`src/rtl/rgb_led_arbiter.sv`:
```
// Frame-synchronous fixed-priority owner of the RGB LED plus PWM generation for SB_RGBA_DRV.
// Optional macro RGB_ARB_GAMMA_EN squares each latched colour channel (gamma approximation).
module rgb_led_arbiter #(
  parameter int unsigned NUM_REQ      = 4,
  parameter int unsigned PWM_BITS     = 8,
  parameter int unsigned BLINK_CYCLES = 6_000_000
) (
  input  logic                            hw_clk,
  input  logic                            rst_n,
  input  logic [NUM_REQ-1:0]              req,
  input  logic [NUM_REQ*3*PWM_BITS-1:0]   color,
  input  logic [NUM_REQ-1:0]              blink,
  output logic [NUM_REQ-1:0]              gnt,
  output logic                            pwm_red,
  output logic                            pwm_green,
  output logic                            pwm_blue,
  output logic                            led_en
);

  localparam int unsigned BC_W = $clog2(BLINK_CYCLES);
  localparam logic [PWM_BITS-1:0] CNT_MAX = '1;
  localparam logic [BC_W-1:0]     BC_LAST = BC_W'(BLINK_CYCLES - 1);

  typedef enum logic {S_IDLE, S_ACTIVE} state_t;

  state_t                r_state;
  logic [PWM_BITS-1:0]   r_cnt;
  logic [BC_W-1:0]       r_bcnt;
  logic                  r_phase_on;
  logic [NUM_REQ-1:0]    r_gnt;
  logic                  r_led_en;
  logic [PWM_BITS-1:0]   r_duty_r;
  logic [PWM_BITS-1:0]   r_duty_g;
  logic [PWM_BITS-1:0]   r_duty_b;
  logic                  r_blink_l;
  logic                  r_pwm_r;
  logic                  r_pwm_g;
  logic                  r_pwm_b;

  logic [NUM_REQ-1:0]    w_win_oh;
  logic                  w_win_any;
  logic [3*PWM_BITS-1:0] w_win_col;
  logic                  w_win_blink;
  logic                  w_pwm_en;

  function automatic logic [PWM_BITS-1:0] f_duty(input logic [PWM_BITS-1:0] c);
`ifdef RGB_ARB_GAMMA_EN
    logic [2*PWM_BITS-1:0] sq;
    sq = {{PWM_BITS{1'b0}}, c} * {{PWM_BITS{1'b0}}, c};
    return sq[2*PWM_BITS-1:PWM_BITS];
`else
    return c;
`endif
  endfunction

  // Lowest set index wins; its colour slice and blink bit ride along.
  always_comb begin
    w_win_oh    = '0;
    w_win_any   = 1'b0;
    w_win_col   = '0;
    w_win_blink = 1'b0;
    for (int unsigned i = 0; i < NUM_REQ; i++) begin
      if (req[i] && !w_win_any) begin
        w_win_any   = 1'b1;
        w_win_oh[i] = 1'b1;
        w_win_col   = color[i*3*PWM_BITS +: 3*PWM_BITS];
        w_win_blink = blink[i];
      end
    end
  end

  assign w_pwm_en = (r_state == S_ACTIVE) && (!r_blink_l || r_phase_on);

  always_ff @(posedge hw_clk or negedge rst_n) begin
    if (!rst_n) begin
      r_state    <= S_IDLE;
      r_cnt      <= '0;
      r_bcnt     <= '0;
      r_phase_on <= 1'b1;
      r_gnt      <= '0;
      r_led_en   <= 1'b0;
      r_duty_r   <= '0;
      r_duty_g   <= '0;
      r_duty_b   <= '0;
      r_blink_l  <= 1'b0;
      r_pwm_r    <= 1'b0;
      r_pwm_g    <= 1'b0;
      r_pwm_b    <= 1'b0;
    end else begin
      r_cnt   <= r_cnt + 1'b1;
      r_pwm_r <= w_pwm_en && (r_cnt < r_duty_r);
      r_pwm_g <= w_pwm_en && (r_cnt < r_duty_g);
      r_pwm_b <= w_pwm_en && (r_cnt < r_duty_b);

      if (r_state == S_ACTIVE) begin
        if (r_bcnt == BC_LAST) begin
          r_bcnt     <= '0;
          r_phase_on <= ~r_phase_on;
        end else begin
          r_bcnt <= r_bcnt + 1'b1;
        end
      end

      if (r_cnt == CNT_MAX) begin
        if (!w_win_any) begin
          r_state  <= S_IDLE;
          r_gnt    <= '0;
          r_led_en <= 1'b0;
        end else begin
          r_state   <= S_ACTIVE;
          r_gnt     <= w_win_oh;
          r_led_en  <= 1'b1;
          r_duty_r  <= f_duty(w_win_col[3*PWM_BITS-1 -: PWM_BITS]);
          r_duty_g  <= f_duty(w_win_col[2*PWM_BITS-1 -: PWM_BITS]);
          r_duty_b  <= f_duty(w_win_col[PWM_BITS-1:0]);
          r_blink_l <= w_win_blink;
          // A new owner (or leaving IDLE, where gnt is zero) restarts blinking; a re-win keeps it running.
          if (w_win_oh != r_gnt) begin
            r_bcnt     <= '0;
            r_phase_on <= 1'b1;
          end
        end
      end
    end
  end

  assign gnt       = r_gnt;
  assign led_en    = r_led_en;
  assign pwm_red   = r_pwm_r;
  assign pwm_green = r_pwm_g;
  assign pwm_blue  = r_pwm_b;

endmodule

```
`config.mk`:
```
export PLATFORM = sky130hd
export DESIGN_NAME = rgb_led_arbiter
export DESIGN_NICKNAME = d
export VERILOG_FILES = /design/src/rtl/rgb_led_arbiter.sv
export SDC_FILE = /design/constraint.sdc
export NUM_CORES = 1
export LEC_CHECK = 0
export ABC_AREA = 1
export CAP_MARGIN = 20
export CORE_ASPECT_RATIO = 0.9
export CORE_MARGIN = 4
export CORE_UTILIZATION = 33
export CTS_CLUSTER_SIZE = 40
export DETAILED_ROUTE_END_ITERATION = 10
export GPL_ROUTABILITY_DRIVEN = 0
export SETUP_SLACK_MARGIN = 0.4
export SLEW_MARGIN = 20
export SYNTH_ARGS = -nofsm -noshare
export SYNTH_HDL_FRONTEND = slang
export SYNTH_SLANG_ARGS = --single-unit
```
`constraint.sdc`:
```
create_clock -name hw_clk -period 1.7 [get_ports hw_clk]
set_input_delay 0.34 -clock hw_clk [delete_from_list [all_inputs] [get_ports hw_clk]]
set_output_delay 0.34 -clock hw_clk [all_outputs]
set_load 0.1 [all_outputs]
```
* Yosys cells after proc, flatten, opt, wreduce, memory -nomap -nowiden
Index checks and enable logic that the tools add are counted.
Word-level totals: register bits after elaboration 65, bits of input ports 106, output and inout port bits 8, logic and storage cells 61
Cells by class: $add $sub $neg 2, order comparisons 3, equal/unequal tests 3, mux-type cells 27, bitwise gates (word level) 1, reduce and logical (&&, ||, !) cells 13
Operator list (count):
- 23-bit 2-to-1 mux | 5
- 24-bit 2-to-1 mux | 4
- 8-bit less-than comparator | 3
- 23-bit by 1-bit adder with 23-bit output, second input constant | 1
- 23-bit equality test, second input constant | 1
- 1-bit 2-to-1 mux | 17
- 8-bit by 1-bit adder with 8-bit output, second input constant | 1
- 8-bit equality test, second input constant | 1
- 1-bit logical AND | 7
- 1-bit logical NOT | 4
- 4-bit 2-to-1 mux | 1
- 4-bit != test | 1
- 2-bit AND reduction | 1
- 1-bit logical OR | 1
- 1-bit inverter | 1

* Depth between registers and ports, before layout
Gate-level depths: netlist (run 1).
word-level depth 14, gate-level depth with buffers 12, gate-level depth less buffers 10

* Least setup slack after synthesis (run 1)
No wires, ideal clock.
kind register to register, start point register led_en (netlist name), end point register r_bcnt[18], setup time 120 ps, arrival 1877 ps, path slack -297 ps, stages on the path, launching flop included 8, path buffers 1, cells stage by stage dfrtp_1 > buf_2 > nand3_1 > nor2_1 > nand2_1 > nor2_1 > xor2_1 > nor2_1
RTL lines:
- end signal, assigned | RTL line 100 | r_bcnt <= r_bcnt + 1'b1;
- end, declared | RTL line 28 | logic [BC_W-1:0] r_bcnt;

* Final worst setup path (run 1)
start point register r_cnt[1], end point register r_bcnt[15]
Between the ends: cells in the longest elaborated chain, start to end 2
RTL lines:
- start, declared | RTL line 27 | logic [PWM_BITS-1:0] r_cnt;
- start signal, assigned | RTL line 90 | r_cnt <= r_cnt + 1'b1;
- 8-bit equality test | RTL line 104 | if (r_cnt == CNT_MAX) begin
- 23-bit 2-to-1 mux | RTL line 104
No other way between the ends. A chain may end at the register's enable or synchronous reset.

==> reports/results.tsv, run 1 <==
metric	value	unit
grt_first_pass_wirelength	20.8	mm
htreeDepth	3	
die_x	127	um
wl	12.6	mm
grt_max_degree	66	
fin_nets	851	
finalInstanceArea	0.00640	mm2
diodes	0	
multiInputGateArea	0.00231	mm2
cts_tree	done	
hold_viol_final	0	
start_kind	register	
ant_nets	0	
area_growth	51.0	%
rows	39	
wl_met3	1.03	mm
min_period	1.57	ns
path_max_fanout	10	
syn_nets	702	
timing.fmax	0.636	GHz
grt_pass1_vias	4459	
cts_num_sinks	65	
hold_class	in2async	
drtPass1Iterations	4	
slew_violations	0	
drv_cap	0	
leakagePower	2.96	nW
num_vias	4285	
cts.path.max_buffers	2	
crit_type	reg2reg	
wl_met1	5.51	mm
drive_gt1_frac	0.172	
setup_viol	0	
cts_root_buf	clkbuf_16	
path_clk_slew	0.06	ns
synthDistinctLibCells	26	
overflow	0	
wire_per_inst	14.1	um
slew_headroom	0.756	
ys_ff_latch	65	
avgViaCountPerCell	4.81	
synth_area	0.00424	mm2
clk_latency	0.33	ns
avgSynthCellArea	7.40	um2
end_kind	register	
core	0.0126	mm2
dp_hpwl	9.67	mm
met2_wirelength	5.70	mm
worst_slew_pin_slew	0.366	ns
highest_layer	met4	
regArea	0.00164	mm2
drc	0	
portBuffers	113	
grt_setup_unrepaired	true	
fin_crit_sh	0.925	
ctsHoldBuffers	0	
drt_iter0_drc	273	
ioPinCount	114	
ir_worst_vdd	0.640	mV
fin_skew	0.00854	ns
yosysWarnings	0	
power_density	694	mW/mm2
antenna_found_initial	0	
whs	0.00757	ns
cts_buffers	9	
die_area	0.0147	mm2
seq_area_frac_synth	0.384	
dpl_cell_area	0.00583	mm2
required	1.92	ns
initial_core_util	0.335	
worstPathArrival	1.79	ns
die_y	116	um
num-fill-cells	1167	
grt_usage	0.176	
status	finished, final reports clean	
r2r_setup_slack	0.13	ns
netlist_instances	573	
power breakdown:
part / internal (W) / total (W) / leakage (nW) / switching, W
clock network: 0.00133 / 0.00201 / 0.153 / 0.000683
logic: 0.000406 / 0.000768 / 2.01 / 0.000361
registers: 0.00162 / 0.00166 / 0.793 / 0.0000465
total: 0.00335 / 0.00444 / 2.96 / 0.00109
path summary, 6_finish.rpt:
kind / start / to / depth (start not counted)
max: r_cnt[1] / r_bcnt[15] / 9
min: rst_n / r_bcnt[7] / 2
min in group hw_clk: r_duty_g[2] / r_duty_g[2] / 2
max in group asynchronous: rst_n / r_phase_on / 2
min reg2reg: r_duty_g[2] / r_duty_g[2] / 2
max reg2reg: r_cnt[1] / r_bcnt[15] / 9
registers in the layout, summed over array words and instances, names as in the netlist:
name and cells:
r_bcnt 23, r_cnt 8, r_duty_b 8, r_duty_g 8
r_duty_r 8, gnt 4, led_en 1, pwm_blue 1
pwm_green 1, pwm_red 1, r_blink_l 1, r_phase_on 1
cell type report:
| type | instances | share of cell area |
|---|---|---|
| tap | 164 | 0.0321 |
| multi-input combinational | 422 | 0.362 |
| inverter | 65 | 0.0385 |
| clock inverter | 4 | 0.0119 |
| sequential | 65 | 0.256 |
| clock buffer | 12 | 0.0385 |
| timing repair buffer | 159 | 0.261 |
cell usage in the layout (no fill, tap or decap), types with 3 or more instances in the layout:
cell,synthesis,final
a21boi_0,3,3
a21oi_1,40,37
a21oi_2,0,3
buf_12,0,13
buf_4,2,32
buf_6,6,7
clkbuf_16,0,11
clkdlybuf4s50_1,0,102
dfrtp_1,64,58
dfrtp_2,0,5
ha_1,23,22
inv_1,61,60
inv_2,4,4
nand2_1,143,138
nand2_2,11,15
nand3_1,74,72
nand4_1,6,6
nor2_1,55,49
nor2_2,0,5
nor2_4,3,4
nor3_1,4,3
o211ai_1,6,6
o21ai_0,22,10
o21ai_1,0,11
o21ai_2,9,10
xnor2_1,8,8
xor2_1,11,11
what timing repair did:
item / 4_1_cts / 5_1_grt
resized for setup: 25 / 18
pin swaps: 2 / 5
setup buffers: 7 / 4
gates cloned: 2 / 2
endpoints found under the setup margin: 58 / 63
metal layers:
metal  track usage  vias to the layer above
met4        0.0786                        0
met3        0.0530                       21
met1         0.225                     1946
met2         0.276                      155
met5             0                        -
li1              -                     2163
cells in the mapped netlist:
cell      count  share of area
o211ai_1      6          0.011
a21boi_0      3         0.0053
nor3_1        4         0.0047
inv_2         4         0.0035
nand3_2       1         0.0024
nand2_2      11          0.016
buf_2         7         0.0083
buf_4         2         0.0035
a21oi_1      40          0.047
nor2_4        3         0.0080
nand3_4       1         0.0041
nand4_1       6         0.0089
nand2_1     143           0.13
nand3_1      74          0.087
clkbuf_1      6         0.0053
xnor2_1       8          0.017
ha_1         23          0.068
xor2_1       11          0.023
o21ai_2       9          0.019
nand3b_1      2         0.0035
o21ai_0      22          0.026
dfrtp_1      64           0.38
nor2_1       55          0.049
buf_6         6          0.016
inv_1        61          0.054
dfstp_2       1         0.0062
stage by stage:
step / TNS (ns) / setup WS [ns] / total power [W] / instances / util
floorplan: 0 / 0.0517 / 0.00202 / 573 / -
global placement: -9.24 / -0.208 / 0.00244 / 860 / 0.462
detailed placement: -11.71 / -0.279 / 0.00245 / 860 / 0.462
CTS: 0 / 0.143 / 0.00448 / 885 / 0.497
global route: 0 / 0.0471 / 0.00464 / 891 / 0.506
finish: 0 / 0.128 / 0.00444 / 891 / 0.506
kinds of logic after synthesis:
family	share of synthesized area
buf+inv	0.0906
flops	0.384
simple gates	0.311
xor+xnor	0.0393
compound gates	0.108
fa+ha+maj	0.0679
worst max-delay path, cell delays in order (launching register included):
cell and delay [ns]:
dfrtp_1 0.39, ha_4 0.17, nand3_4 0.09, nor2_4 0.13
nand3_4 0.10, nor2_4 0.17, nand2_2 0.10, nand2_4 0.10
clkbuf_16 0.16, nor2_1 0.04
Note: power is estimated with default switching activity, not from simulation.
==> inputs of run 2 (changes only) <==
--- a/config.mk
+++ b/config.mk
@@ -13,6 +13,7 @@
 export CTS_CLUSTER_SIZE = 40
 export DETAILED_ROUTE_END_ITERATION = 10
 export GPL_ROUTABILITY_DRIVEN = 0
+export GPL_TIMING_DRIVEN = 0
 export SETUP_SLACK_MARGIN = 0.4
 export SLEW_MARGIN = 20
 export SYNTH_ARGS = -nofsm -noshare
==> reports/results.tsv, run 2 (synthesis results as in run 1) <==
metric	value	unit
worstHoldPathCells	4	
fin_crit_sh	0.963	
min_period	1.64	ns
cts_root_buf	clkbuf_16	
start_kind	register	
power_density	650	mW/mm2
grt_pass1_vias	4510	
r2r_end	r_duty_b[7]	
wl	13.3	mm
clk_latency	0.33	ns
avgViaCountPerCell	4.83	
crit_type	reg2reg	
drtPass1Iterations	4	
regMostFlops	r_bcnt	
slew_violations	0	
layout_common_cells	nand2_1 (124), clkdlybuf4s50_1 (102), nand3_1 (71)	
hold_start	req[0]	
grt_setup_unrepaired	true	
wire_per_inst	14.9	um
r2r-start	r_cnt[0]	
grt_max_degree	39	
leakagePower	2.97	nW
largest_reg_flops	23	
die_area	0.0147	mm2
dpl_cell_area	0.00562	mm2
htreeDepth	3	
r2r_setup_slack	0.06	ns
cts_buffers	9	
grt_usage	0.182	
area_growth	55.2	%
drc	0	
required	1.91	ns
num_vias	4316	
dp_hpwl	10.1	mm
timing.fmax	0.611	GHz
drt_iter0_drc	248	
hold_viol_final	0	
worstPathArrival	1.85	ns
min_to	gnt[1]	
grt_first_pass_wirelength	21.5	mm
initial_core_util	0.335	
diodes	0	
path_clk_slew	0.06	ns
drive_gt1_frac	0.218	
portBuffers	111	
fin_nets	853	
setup_viol	0	
finalInstanceArea	0.00658	mm2
num-fill-cells	1182	
die_x	127	um
die_y	116	um
drv_cap	0	
core	0.0126	mm2
ant_nets	0	
rows	39	
overflow	0	
path_max_fanout	5	
cts.path.max_buffers	2	
cts_num_sinks	65	
status	finished, final reports clean	
ir_worst_vdd	0.571	mV
antenna_found_initial	0	
worstRegToRegCells	10	
timing.setup.tns	0	ns
slew_headroom	0.564	
cts_tree	done	
fin_skew	0.0121	ns
final_common_cell	nand2_1	
ioPinCount	114	
end_kind	register	
worst_slew_pin_slew	0.654	ns
hold_class	in2reg	
[run 2: cell count changes in the layout (fill, tap and decap cells not counted), sizes merged]
cell / before / now
clkbuf: 14 / 19
dlygate4sd3: 0 / 1
bufinv: 2 / 1
clkinvlp: 1 / 0
clkinv: 1 / 3
buf: 53 / 51
dlygate4sd2: 2 / 0
[run 2: per-layer routing]
| layer | part of all wire | vias up | wire (um) | GRT usage |
|---|---|---|---|---|
| li1 | - | 2168 | - | - |
| met1 | 0.43 | 1986 | 5770 | 0.229 |
| met2 | 0.48 | 141 | 6430 | 0.304 |
| met3 | 0.061 | 21 | 813 | 0.0470 |
| met4 | 0.024 | 0 | 324 | 0.0658 |
| met5 | 0 | - | 0 | 0 |
[run 2: critical path, cell delays in order (launching register included)]
cell and delay, ns:
dfrtp_1 0.40, ha_4 0.17, nand3_4 0.09, nor2_4 0.14
nand3_4 0.11, nor2_4 0.15, inv_2 0.07, buf_8 0.14
buf_6 0.13, nand2_2 0.06, o21ai_2 0.05
[run 2: layout make-up]
class / instances / area (um2) / area share
clock buffer: 12 / 246 / 0.0375
timing repair buffer: 140 / 1490 / 0.227
inverter: 65 / 244 / 0.0371
tap: 164 / 205 / 0.0312
clock inverter: 4 / 52.6 / 0.00799
sequential: 65 / 1640 / 0.249
multi-input combinational: 422 / 2520 / 0.383
buffer: 21 / 179 / 0.0272
[run 2: report_power, final]
part / switching [W] / internal (W) / total (W)
registers: 0.0000577 / 0.00162 / 0.00167
clock network: 0.000658 / 0.00118 / 0.00184
logic: 0.000373 / 0.000393 / 0.000766
[run 2: metrics by stage]
step                      setup WS [ns]  instances   util  power, W  hold WS (ns)
after floorplan                  0.0517        573      -   0.00202        0.0444
after global placement            -2.29        848  0.443   0.00239         0.472
after detailed placement         -0.198        849  0.445   0.00241         0.296
after CTS                       0.00449        887  0.500   0.00430         0.380
after global routing            -0.0119        893  0.521   0.00446         0.391
final                            0.0632        893  0.521   0.00428         0.372
[run 2: timing repair]
item | CTS | global route
endpoints found under the hold margin | 26 | 0
pin swaps | 10 | 7
resized for setup | 115 | 65
hold buffers | 1 | 0
endpoints found under the setup margin | 65 | 65
gates cloned | 5 | 1
setup buffers | 16 | 5
[run 2: worst max-delay path by stage]
| stage | from | endpoint | slack (ns) | depth (start not counted) |
|---|---|---|---|---|
| 3_5_place_dp | r_cnt[1] | r_duty_r[3] | -0.20 | 10 |
| 3_3_place_gp | rst_n | led_en | -2.29 | 1 |
| 5_1_grt | r_cnt[0] | r_duty_b[7] | -0.01 | 10 |
| 2_1_floorplan | r_cnt[1] | r_duty_r[2] | 0.05 | 10 |
| 6_report | r_cnt[0] | r_duty_b[7] | 0.06 | 10 |
| 4_1_cts | r_cnt[1] | r_bcnt[12] | 0.004 | 10 |
==> inputs of run 3 (changes only) <==
--- a/config.mk
+++ b/config.mk
@@ -6,6 +6,7 @@
 export NUM_CORES = 1
 export LEC_CHECK = 0
 export ABC_AREA = 1
+export ABC_CLOCK_PERIOD_IN_PS = 1700
 export CAP_MARGIN = 20
 export CORE_ASPECT_RATIO = 0.9
 export CORE_MARGIN = 4
==> results of run 3 <==
Final layout, timing and power as in run 2 (identical DEF).
